[src/rtl/jtag_soc_mailbox.sv]
// jtag_soc_mailbox: SoC-side consumer of the JTAG config byte.
// Sync + debounce, toggle handshake, FWFT RX FIFO, status return.
module jtag_soc_mailbox #(
  parameter int unsigned FIFO_DEPTH    = 4,
  parameter int unsigned STABLE_CYCLES = 2
) (
  input  logic       clk_i,
  input  logic       rst_ni,
  input  logic [7:0] jtag_reg_i,
  output logic [7:0] jtag_reg_o,
  input  logic [6:0] status_i,
  input  logic       status_we_i,
  output logic [6:0] rx_data_o,
  output logic       rx_valid_o,
  input  logic       rx_ready_i,
  output logic [$clog2(FIFO_DEPTH+1)-1:0] rx_count_o
);

  localparam int unsigned AW = $clog2(FIFO_DEPTH);
  localparam int unsigned NW = $clog2(FIFO_DEPTH + 1);
  localparam int unsigned CW =
    (STABLE_CYCLES > 1) ? $clog2(STABLE_CYCLES) : 1;

  localparam logic [CW-1:0] CMAX  = CW'(STABLE_CYCLES - 1);
  localparam logic [NW-1:0] NFULL = NW'(FIFO_DEPTH);

  typedef enum logic [1:0] {
    INIT,
    IDLE,
    SETTLE,
    WAIT_SPACE
  } state_e;

  state_e state;

  logic [7:0]    s1;
  logic [7:0]    s2;
  logic [7:0]    prev;
  logic [1:0]    sync_vld;
  logic [CW-1:0] cnt;
  logic          settled;

  logic [7:0]    r_host;
  logic          r_ack;
  logic          ack_q;
  logic [6:0]    r_status;

  logic [6:0]    mem [FIFO_DEPTH];
  logic [AW-1:0] wr_ptr;
  logic [AW-1:0] rd_ptr;
  logic [NW-1:0] count;
  logic          full;
  logic          push;
  logic          pop;
  logic [6:0]    push_data;

  // two-flop synchroniser plus previous-cycle copy of s2
  always_ff @(posedge clk_i or negedge rst_ni) begin
    if (!rst_ni) begin
      s1       <= '0;
      s2       <= '0;
      prev     <= '0;
      sync_vld <= '0;
    end else begin
      s1       <= jtag_reg_i;
      s2       <= s1;
      prev     <= s2;
      sync_vld <= {sync_vld[0], 1'b1};
    end
  end

  // stability counter; held at zero until the chain holds real data
  always_ff @(posedge clk_i or negedge rst_ni) begin
    if (!rst_ni) begin
      cnt <= '0;
    end else if (!sync_vld[1] || (s2 != prev)) begin
      cnt <= '0;
    end else if (cnt != CMAX) begin
      cnt <= cnt + CW'(1);
    end
  end

  assign settled = sync_vld[1] && (s2 == prev) && (cnt == CMAX);

  assign full = (count == NFULL);
  assign pop  = rx_valid_o && rx_ready_i;

  // push decision for the current FSM state
  always_comb begin
    push      = 1'b0;
    push_data = r_host[6:0];
    unique case (state)
      SETTLE: begin
        if (settled && (s2[7] != r_ack) && !full) begin
          push      = 1'b1;
          push_data = s2[6:0];
        end
      end
      WAIT_SPACE: begin
        if (!full) push = 1'b1;
      end
      default: ;
    endcase
  end

  // handshake FSM: adopt, debounce, push and ack host bytes
  always_ff @(posedge clk_i or negedge rst_ni) begin
    if (!rst_ni) begin
      state  <= INIT;
      r_host <= '0;
      r_ack  <= 1'b0;
    end else begin
      unique case (state)
        INIT: begin
          if (settled) begin
            r_host <= s2;
            r_ack  <= s2[7];
            state  <= IDLE;
          end
        end
        IDLE: begin
          if (s2 != r_host) state <= SETTLE;
        end
        SETTLE: begin
          if (settled) begin
            r_host <= s2;
            if (s2[7] == r_ack) begin
              state <= IDLE;
            end else if (!full) begin
              r_ack <= ~r_ack;
              state <= IDLE;
            end else begin
              state <= WAIT_SPACE;
            end
          end
        end
        WAIT_SPACE: begin
          if (!full) begin
            r_ack <= ~r_ack;
            state <= IDLE;
          end else if (s2 != r_host) begin
            state <= SETTLE;
          end
        end
        default: state <= INIT;
      endcase
    end
  end

  // return byte to the TAP: delayed ack plus status register
  always_ff @(posedge clk_i or negedge rst_ni) begin
    if (!rst_ni) begin
      ack_q    <= 1'b0;
      r_status <= '0;
    end else begin
      ack_q <= r_ack;
      if (status_we_i) r_status <= status_i;
    end
  end

  assign jtag_reg_o = {ack_q, r_status};

  // FIFO storage, no reset needed
  always_ff @(posedge clk_i) begin
    if (push) mem[wr_ptr] <= push_data;
  end

  // FIFO pointers and exact occupancy
  always_ff @(posedge clk_i or negedge rst_ni) begin
    if (!rst_ni) begin
      wr_ptr <= '0;
      rd_ptr <= '0;
      count  <= '0;
    end else begin
      if (push) wr_ptr <= wr_ptr + AW'(1);
      if (pop)  rd_ptr <= rd_ptr + AW'(1);
      unique case ({push, pop})
        2'b10:   count <= count + NW'(1);
        2'b01:   count <= count - NW'(1);
        default: count <= count;
      endcase
    end
  end

  assign rx_valid_o = (count != '0);
  assign rx_data_o  = mem[rd_ptr];
  assign rx_count_o = count;

endmodule

[config.mk]
export PLATFORM = sky130hd
export DESIGN_NAME = jtag_soc_mailbox
export DESIGN_NICKNAME = d
export VERILOG_FILES = /design/src/rtl/jtag_soc_mailbox.sv
export SDC_FILE = /design/constraint.sdc
export NUM_CORES = 1
export LEC_CHECK = 0
export ABC_AREA = 1
export CAP_MARGIN = 5
export CORE_ASPECT_RATIO = 1.75
export CORE_MARGIN = 5
export CORE_UTILIZATION = 40
export DETAILED_ROUTE_END_ITERATION = 8
export PLACE_DENSITY = 0.62
export SYNTH_ARGS = -nofsm -noshare
export SYNTH_HDL_FRONTEND = slang
export SYNTH_SLANG_ARGS = --single-unit
[constraint.sdc]
create_clock -name clk_i -period 3.4 [get_ports clk_i]
set_input_delay 0.68 -clock clk_i [delete_from_list [all_inputs] [get_ports clk_i]]
set_output_delay 0.68 -clock clk_i [all_outputs]
set_load 0.03 [all_outputs]
=== After elaboration in Yosys (flattened, before gate mapping) ===
Memory sizes are Yosys's and may differ from the RTL's.
Index checks and enable logic that the tools add are counted.

* Bits in registers: 53
* RAM bits: 28
* Input port bits: 19
* Output and inout port bits: 19
* Logic and storage cells: 72
* Memories: 1

{| class="wikitable"
|+ Memory list
! name !! depth !! width !! read ports !! clocked after memory_dff !! write ports !! line !! source
|-
| mem || 4 || 7 || 1 || 0 || 1 || 48 || <nowiki>logic [6:0] mem [FIFO_DEPTH];</nowiki>
|}

* $add $sub $neg: 5
* Equality and inequality tests: 14
* Multiplexer cells: 22
* Bitwise logic cells: 1
* Reductions and logical operators: 16

{| class="wikitable"
|+ Operators with widths
! cell !! number
|-
| inequality test 8 bit || 2
|-
| two-way mux 7 bit || 2
|-
| two-way mux 2 bit || 6
|-
| two-way mux 1 bit || 10
|-
| equality test 8 bit || 1
|-
| case mux 2 bit (4 select lines) || 1
|-
| equality test 2 bit, second input constant || 3
|-
| inequality test 2 bit, second input constant || 3
|-
| case mux 3 bit (2 select lines) || 1
|-
| nonzero test 3 bit || 2
|-
| logical AND 1 bit || 5
|-
| adder 2 x 1 -> 2 bit, second input constant || 2
|-
| equality test 2 x 1 -> 1 bit, second input constant || 2
|-
| AND reduction 2 bit || 2
|-
| AND reduction 4 bit || 1
|-
| adder 3 x 1 -> 3 bit, second input constant || 1
|-
| equality test 3 bit, second input constant || 1
|-
| case mux 1 bit (3 select lines) || 1
|-
| subtractor 3 x 1 -> 3 bit, second input constant || 1
|-
| logical NOT 1 bit || 2
|-
| logical NOT 2 bit || 1
|-
| case mux 1 bit (2 select lines) || 1
|-
| nonzero test 2 bit || 1
|-
| OR reduction 2 bit || 1
|-
| 5 further kinds || 5
|}

=== Longest topological paths before layout ===
Gate-level depths: netlist of run 1.

* Depth after elaboration: 9
* Mapped depth: 15
* Gate-level depth less buffers: 15

=== Least setup slack after synthesis of run 1 ===
Ideal clock, no wire load.

* Path type: reg2reg
* Start point: reg count[1] (netlist: rx_count_o[1])
* End point: reg count[2] (netlist: rx_count_o[2])
* Library setup time: 131 ps
* Arrival time: 2052 ps
* Required time: 3269 ps
* Slack: 1217 ps
* Stages on the path, launching flop included: 11
* Buffers on the path: 0
* Clock period less this slack: 2183 ps
* Path through: dfrtp_1 > inv_1 > nand3_1 > nand2_1 > inv_1 > ha_1 > inv_1 > fa_1 > a21oi_1 > o21ai_0 > xor2_1

* Elaborated cells on any way between the ends: 14
* Classes of those cells: add/sub (2); eq/ne (3); mux (4); reduce/logical (5)

{| class="wikitable"
|+ RTL lines
! item !! line !! source
|-
| start, declared || 51 || <nowiki>logic [NW-1:0] count;</nowiki>
|-
| start signal, assigned || 178 || <nowiki>2'b10: count <= count + NW'(1);</nowiki>
|-
| start signal, assigned || 179 || <nowiki>2'b01: count <= count - NW'(1);</nowiki>
|-
| start signal, assigned || 180 || <nowiki>default: count <= count;</nowiki>
|-
| nonzero test 3 bit * || 185 || <nowiki>assign rx_valid_o = (count != '0);</nowiki>
|-
| via rx_valid_o || 14 || <nowiki>output logic rx_valid_o,</nowiki>
|-
| logical AND 1 bit * || 86 || <nowiki>assign pop = rx_valid_o && rx_ready_i;</nowiki>
|-
| via pop || 54 || <nowiki>logic pop;</nowiki>
|-
| equality test 2 x 1 -> 1 bit or equality test 2 bit (tied branches) || 177 || <nowiki>unique case ({push, pop})</nowiki>
|-
| case mux 3 bit (2 select lines) or nonzero test 2 bit (tied branches) || -- ||
|}

Mark *: on every way through the listed nets, which the timed path passes. The rest lies on a longest branch.
A chain may end at the register's enable or synchronous reset.

=== Worst setup path after layout of run 1 ===
* Start point: reg rd_ptr[0]
* End point: out rx_data_o[3]

* Word-level cells in the longest chain between the ends: 1

{| class="wikitable"
|+ RTL lines
! item !! line !! source
|-
| start, declared || 50 || <nowiki>logic [AW-1:0] rd_ptr;</nowiki>
|-
| start signal, assigned || 176 || <nowiki>if (pop) rd_ptr <= rd_ptr + AW'(1);</nowiki>
|-
| memory read (4 x 7 bit) || -- ||
|-
| end, declared || 13 || <nowiki>output logic [6:0] rx_data_o,</nowiki>
|}

No other way between the ends.

==> run_results.csv, run 1 <==
group,metric,value,unit
hold_path,whs_path_depth,0,
hold_path,hp-start,"s1[1]$_DFF_PN0_",
cells_and_area,syn2layout_area_growth,22.25,%
drt,vias_per_cell,4.766,
placed_design,dp_cells,411,
sta,clock_skew,4.121,ps
setup_path,r2r_slack,990,ps
clock_tree,postCtsSetupRepairBufs,0,
hold_path,hold_class,"register to register",
cells_and_area,final_layout_size_suffix_gt1_frac,0.1217,
clock_tree,cts_resized,0,
synthesis,yosysSeqAreaShare,0.6576,
global_route,grt_max_degree,31,
drt,dr_total_vias,2035,
die,initial_core_util,0.4111,
setup_path,timing.rr.end,"rx_count_o[2]$_DFFE_PN0P_",
clock_tree,clk_path_buf_depth,2,
cells_and_area,n_antenna_cell,0,
synthesis,synth_top_area_frac,0.4024,
global_route,grt_pass1_wl,9108,µm
sta,tns,0,ps
power_and_ir_drop,p_leak,1.653,nW
drt,wl,5399,µm
sta,worstMarginPinSlew,647.8,ps
cells_and_area,nets,357,
sta,slew_headroom,0.5665,
sta,slew_violations,0,
clock_tree,cts_tree,"built",
clock_tree,h-tree-depth,3,
setup_path,cp-startpoint,"rd_ptr[0]$_DFFE_PN0P_",
setup_path,r2r_cells,15,
drt,routedWlPerCell,12.64,µm
die,core_area,8016,µm²
sta,rsz0062_at_grt,"false",
synthesis,yosysWarningCount,0,
setup_path,critPathCaptureType,"output port",
sta,timing.fmax,344.4,MHz
global_route,antenna_found_initial,0,
cells_and_area,fin_cells,427,
synthesis,synth-edff-count,28,
placed_design,place_hpwl,4181,µm
synthesis,ys.flop_type,"dfrtp_1",
setup_path,timing.rr.start,"s2[0]$_DFF_PN0_",
setup_path,cp-start-kind,"register",
drt,drt_iter0_drc,139,
synthesis,synth.most_common_cell,"dfrtp_1",
clock_tree,cts_made_buffers,9,
drt,drt_pass1_iterations,4,
synthesis,async_flop_share,0.6543,
global_route,track_usage,0.1177,
global_route,grt-ovfl-total,0,
power_and_ir_drop,irDropWorstVdd,359.0,µV
die,pin_count,38,
setup_path,worst_ep_required_time,2720,ps
setup_path,cp.arrival,2220,ps
hold_path,hold_end,"s2[1]$_DFF_PN0_",
synthesis,synth_nets,314,
placed_design,io_buffers,37,
synthesis,synth_area_leaders,"dfrtp_1 40%, edfxtp_1 26%, nand2_1 5.1%",
placed_design,place.gp.congestion,0.7758,
global_route,grt_pass1_vias,2080,
synthesis,syn_inst,289,
synthesis,ys_ff_latch,81,
clock_tree,root_buffer,"clkbuf_16",
cells_and_area,fin_util,0.5026,
outcome,outcome,"finished clean",
die,die_area,10230,µm²
synthesis,synth_area,3296,µm²
run,drv_cap,0,
setup_path,worstPathMaxFanout,16,
clock_tree,insertion_delay,320,ps
clock_tree,cts.sinks,81,
sta,hold_viol,0,
sta,fin_crit,2903,ps
die,die_x,78.62,µm
power_and_ir_drop,power_density,651.1,nW/µm²
sta,setup_viol,0,
die,die_y,130.1,µm
synthesis,syn-mean-instance-area,11.40,µm²
die,fp-row-count,43,
clock_tree,cts_hold_buf,0,
synthesis,synth_cell_types,31,
drt,antenna_left,0,
synthesis,yosys.area.top_type,"dfrtp_1",
setup_path,path_class,"register to output port",
drt,drcViolationCount,0,
sta,period_share,0.8540,
synthesis,yosys-top-cells-count,"53 x dfrtp_1, 45 x nand2_1, 32 x nor2_1",
clock_tree,clk_pin_slew,50,ps
-- sequential cells by signal (all words and copies together), names as in the netlist, 3 cells and up --
name,count
mem,28
prev,8
r_host,8
r_status,7
rx_count_o,3
s1,8
s2,8
-- layer usage --
layer  vias up  share of wire  GRT usage
met3        10          0.032    0.02693
met5         -              0          0
met2        31           0.57     0.2198
met4         0          0.023    0.07209
li1       1030              -          -
met1       964           0.37     0.1155
-- cell usage in the layout (no fill, tap or decap), types with 3 or more instances in the layout --
master / instances
a21oi_1: 3
nand2_2: 5
mux2_2: 7
nor2_1: 32
o21ai_0: 18
inv_1: 28
nand3_1: 6
clkdlybuf4s50_1: 36
dfrtp_1: 53
o21ai_2: 7
xor2_1: 8
o22ai_1: 7
nand2_1: 45
o21ai_1: 8
inv_2: 3
clkinv_1: 4
xnor2_1: 6
clkbuf_16: 9
ha_1: 5
edfxtp_1: 28
-- cell families (layout without fill, tap and decap cells) --
group | after synthesis | after routing | share of synthesized area
buffers and inverters | 39 | 87 | 0.04821
flip-flops | 81 | 81 | 0.6576
AO/OA/AOI/OAI | 45 | 45 | 0.07973
other | 1 | 1 | 0.001138
XOR/XNOR | 14 | 14 | 0.03721
multiplexers | 7 | 7 | 0.02392
adder cells (fa/ha/maj) | 6 | 6 | 0.02506
AND/OR/NAND/NOR | 96 | 96 | 0.1272
-- final cells by class --
type / count / area [µm²]
clock buffers: 11 / 232.7
inverters: 32 / 120.1
repair buffers: 39 / 380.4
clock inverters: 5 / 46.29
flip-flops and latches: 81 / 2167
well taps: 90 / 112.6
fillers: 725 / 3988
multi-input cells: 169 / 969.7
-- through the flow --
stage / setup WS (ps) / hold WS, ps / total power [mW] / area (µm²)
after floorplan: 1217 / 331.2 / 1.517 / 3296
after global placement: 895.7 / 331.4 / 1.749 / 3750
after detailed placement: 790.1 / 334.7 / 1.767 / 3750
after CTS: 428.6 / 347.3 / 2.670 / 4029
after global routing: 305.6 / 352.3 / 2.758 / 4029
final: 496.6 / 345.9 / 2.623 / 4029
-- where the power goes --
part | internal [mW] | total, mW | switching, mW
Combinational | 0.240 | 0.597 | 0.357
Sequential | 1.07 | 1.14 | 0.0704
Clock | 0.559 | 0.889 | 0.330
Total | 1.87 | 2.62 | 0.758
-- worst max-delay path, cell delays in order, from the launching register on --
cell,delay [ps]
dfrtp_1,530
inv_1,380
o21ai_0,140
o22ai_1,150
clkdlybuf4s50_1,700
-- worst max-delay path by stage --
stage / to / slack (ps) / depth (start not counted)
final: rx_data_o[3] / 500 / 4
after CTS: rx_data_o[3] / 430 / 4
after global placement: rx_data_o[3] / 900 / 4
after floorplan: rx_count_o[2]$_DFFE_PN0P_ / 1220 / 10
after detailed placement: rx_data_o[3] / 790 / 4
after global routing: rx_data_o[4] / 310 / 4
(Power assumes the default switching activity.)
==> inputs of run 2 (changes only) <==
RECOVER_POWER = 25   (was unset)
==> run_results.csv, run 2 (synthesized netlist as in run 1, its figures left out) <==
group,metric,value,unit
outcome,outcome,"finished with violations",
outcome,violations,"max-capacitance violations, max-slew violations",
drt,dr_total_vias,2035,
die,die_y,130.1,µm
clock_tree,cts_made_buffers,9,
setup_path,timing.rr.start,"s2[0]$_DFF_PN0_",
sta,slew_headroom,-0.01746,
placed_design,io_buffers,37,
cells_and_area,regMostFlops,"mem",
setup_path,cp-startpoint,"rd_ptr[0]$_DFFE_PN0P_",
sta,hold_viol,0,
placed_design,place_hpwl,4181,µm
global_route,grt_pass1_vias,2080,
sta,period_share,0.8540,
clock_tree,clk_pin_slew,50,ps
sta,clock_skew,4.121,ps
clock_tree,clk_path_buf_depth,2,
setup_path,timing.rr.end,"rx_count_o[2]$_DFFE_PN0P_",
drt,drcViolationCount,0,
clock_tree,cts.sinks,81,
setup_path,endpoint,"rx_data_o[3]",
global_route,grt_pass1_wl,9108,µm
die,pin_count,38,
power_and_ir_drop,irDropWorstVdd,358.1,µV
setup_path,path_class,"register to output port",
die,initial_core_util,0.4111,
cells_and_area,largest_reg_flops,28,
placed_design,dpl_worst_slack,790.1,ps
cells_and_area,final_layout_size_suffix_gt1_frac,0.1187,
placed_design,dp_cells,411,
clock_tree,root_buffer,"clkbuf_16",
sta,worstMarginPinSlew,1526,ps
setup_path,worst_ep_required_time,2720,ps
setup_path,cp.arrival,2220,ps
cells_and_area,n_antenna_cell,0,
die,fp-row-count,43,
hold_path,hold_class,"register to register",
sta,whs,345.9,ps
power_and_ir_drop,p_leak,1.652,nW
global_route,antenna_found_initial,0,
cells_and_area,fin_area,4028,µm²
setup_path,critPathCaptureType,"output port",
global_route,grt_max_degree,31,
clock_tree,cts_tree,"built",
cells_and_area,mostFrequentLayoutCells,"53 x dfrtp_1, 45 x nand2_1, 32 x nor2_1",
sta,rsz0062_at_grt,"false",
sta,layout_setup_ws,496.6,ps
clock_tree,cts_hold_buf,0,
global_route,grt-ovfl-total,0,
clock_tree,postCtsSetupRepairBufs,0,
drt,routedWlPerCell,12.65,µm
sta,slew_violations,31,
power_and_ir_drop,power_density,650.8,nW/µm²
die,die_area,10230,µm²
placed_design,place.gp.congestion,0.7758,
cells_and_area,nets,357,
drt,vias_per_cell,4.766,
die,die_x,78.62,µm
run,drv_cap,1,
global_route,track_usage,0.1177,
sta,fin_crit,2903,ps
drt,antenna_left,0,
power_and_ir_drop,fin_total_pwr,2.621,mW
drt,drt_iter0_drc,139,
sta,timing.fmax,344.4,MHz
clock_tree,insertion_delay,320,ps
cells_and_area,fin_util,0.5024,
clock_tree,h-tree-depth,3,
setup_path,r2r_slack,990,ps
setup_path,worstPathMaxFanout,16,
placed_design,postPlaceCellArea,3750,µm²
clock_tree,cts_resized,0,
drt,wl,5400,µm
die,core_area,8016,µm²
cells_and_area,n_fill_cell,726,
cells_and_area,fin_cells,427,
drt,drt_pass1_iterations,4,
sta,setup_viol,0,
sta,tns,0,ps
setup_path,cp-start-kind,"register",
setup_path,r2r_cells,15,
cells_and_area,mostFrequentLayoutCell,"dfrtp_1",
cells_and_area,syn2layout_area_growth,22.21,%
run 2: changes by cell type in the layout (fill, tap and decap cells not counted):
cell	previous run	this run
clkdlybuf4s50_1	36	28
dlygate4sd3_1	0	8
buf_2	1	0
clkbuf_1	2	3
run 2: report_power, final:
part / switching, mW / internal [mW] / total, mW
Clock: 0.330 / 0.559 / 0.889
Sequential: 0.0704 / 1.07 / 1.14
Combinational: 0.357 / 0.238 / 0.595
run 2: metal layers:
layer / share of wire / GRT usage
met5: 0 / 0
met2: 0.57 / 0.2198
met3: 0.032 / 0.02693
met1: 0.37 / 0.1155
met4: 0.023 / 0.07209
run 2: layout make-up:
| class | instances | area [µm²] | share of cell area |
|---|---|---|---|
| clock inverters | 5 | 46.29 | 0.01149 |
| multi-input cells | 169 | 969.7 | 0.2408 |
| clock buffers | 11 | 232.7 | 0.05778 |
| well taps | 90 | 112.6 | 0.02796 |
| flip-flops and latches | 81 | 2167 | 0.5381 |
| inverters | 32 | 120.1 | 0.02982 |
| repair buffers | 39 | 379.1 | 0.09413 |
run 2: worst min path at each step:
| stage | start | to | slack (ps) | cells past startpoint |
|---|---|---|---|---|
| 3_3_place_gp | s1[7]$_DFF_PN0_ | s2[7]$_DFF_PN0_ | 330 | 0 |
| 5_1_grt | s1[3]$_DFF_PN0_ | s2[3]$_DFF_PN0_ | 350 | 0 |
| 3_5_place_dp | s1[1]$_DFF_PN0_ | s2[1]$_DFF_PN0_ | 330 | 0 |
| 2_1_floorplan | s1[0]$_DFF_PN0_ | s2[0]$_DFF_PN0_ | 330 | 0 |
| 6_report | s1[1]$_DFF_PN0_ | s2[1]$_DFF_PN0_ | 350 | 0 |
| 4_1_cts | s1[3]$_DFF_PN0_ | s2[3]$_DFF_PN0_ | 350 | 0 |
run 2: critical path: stages (launching register included):
cell and delay [ps]:
dfrtp_1 530, inv_1 380, o21ai_0 140, o22ai_1 150, clkdlybuf4s50_1 700
==> inputs of run 3 (changes only) <==
SLEW_MARGIN = 20   (was unset)
==> results of run 3 <==
Final layout, timing and power as in run 2 (identical DEF).
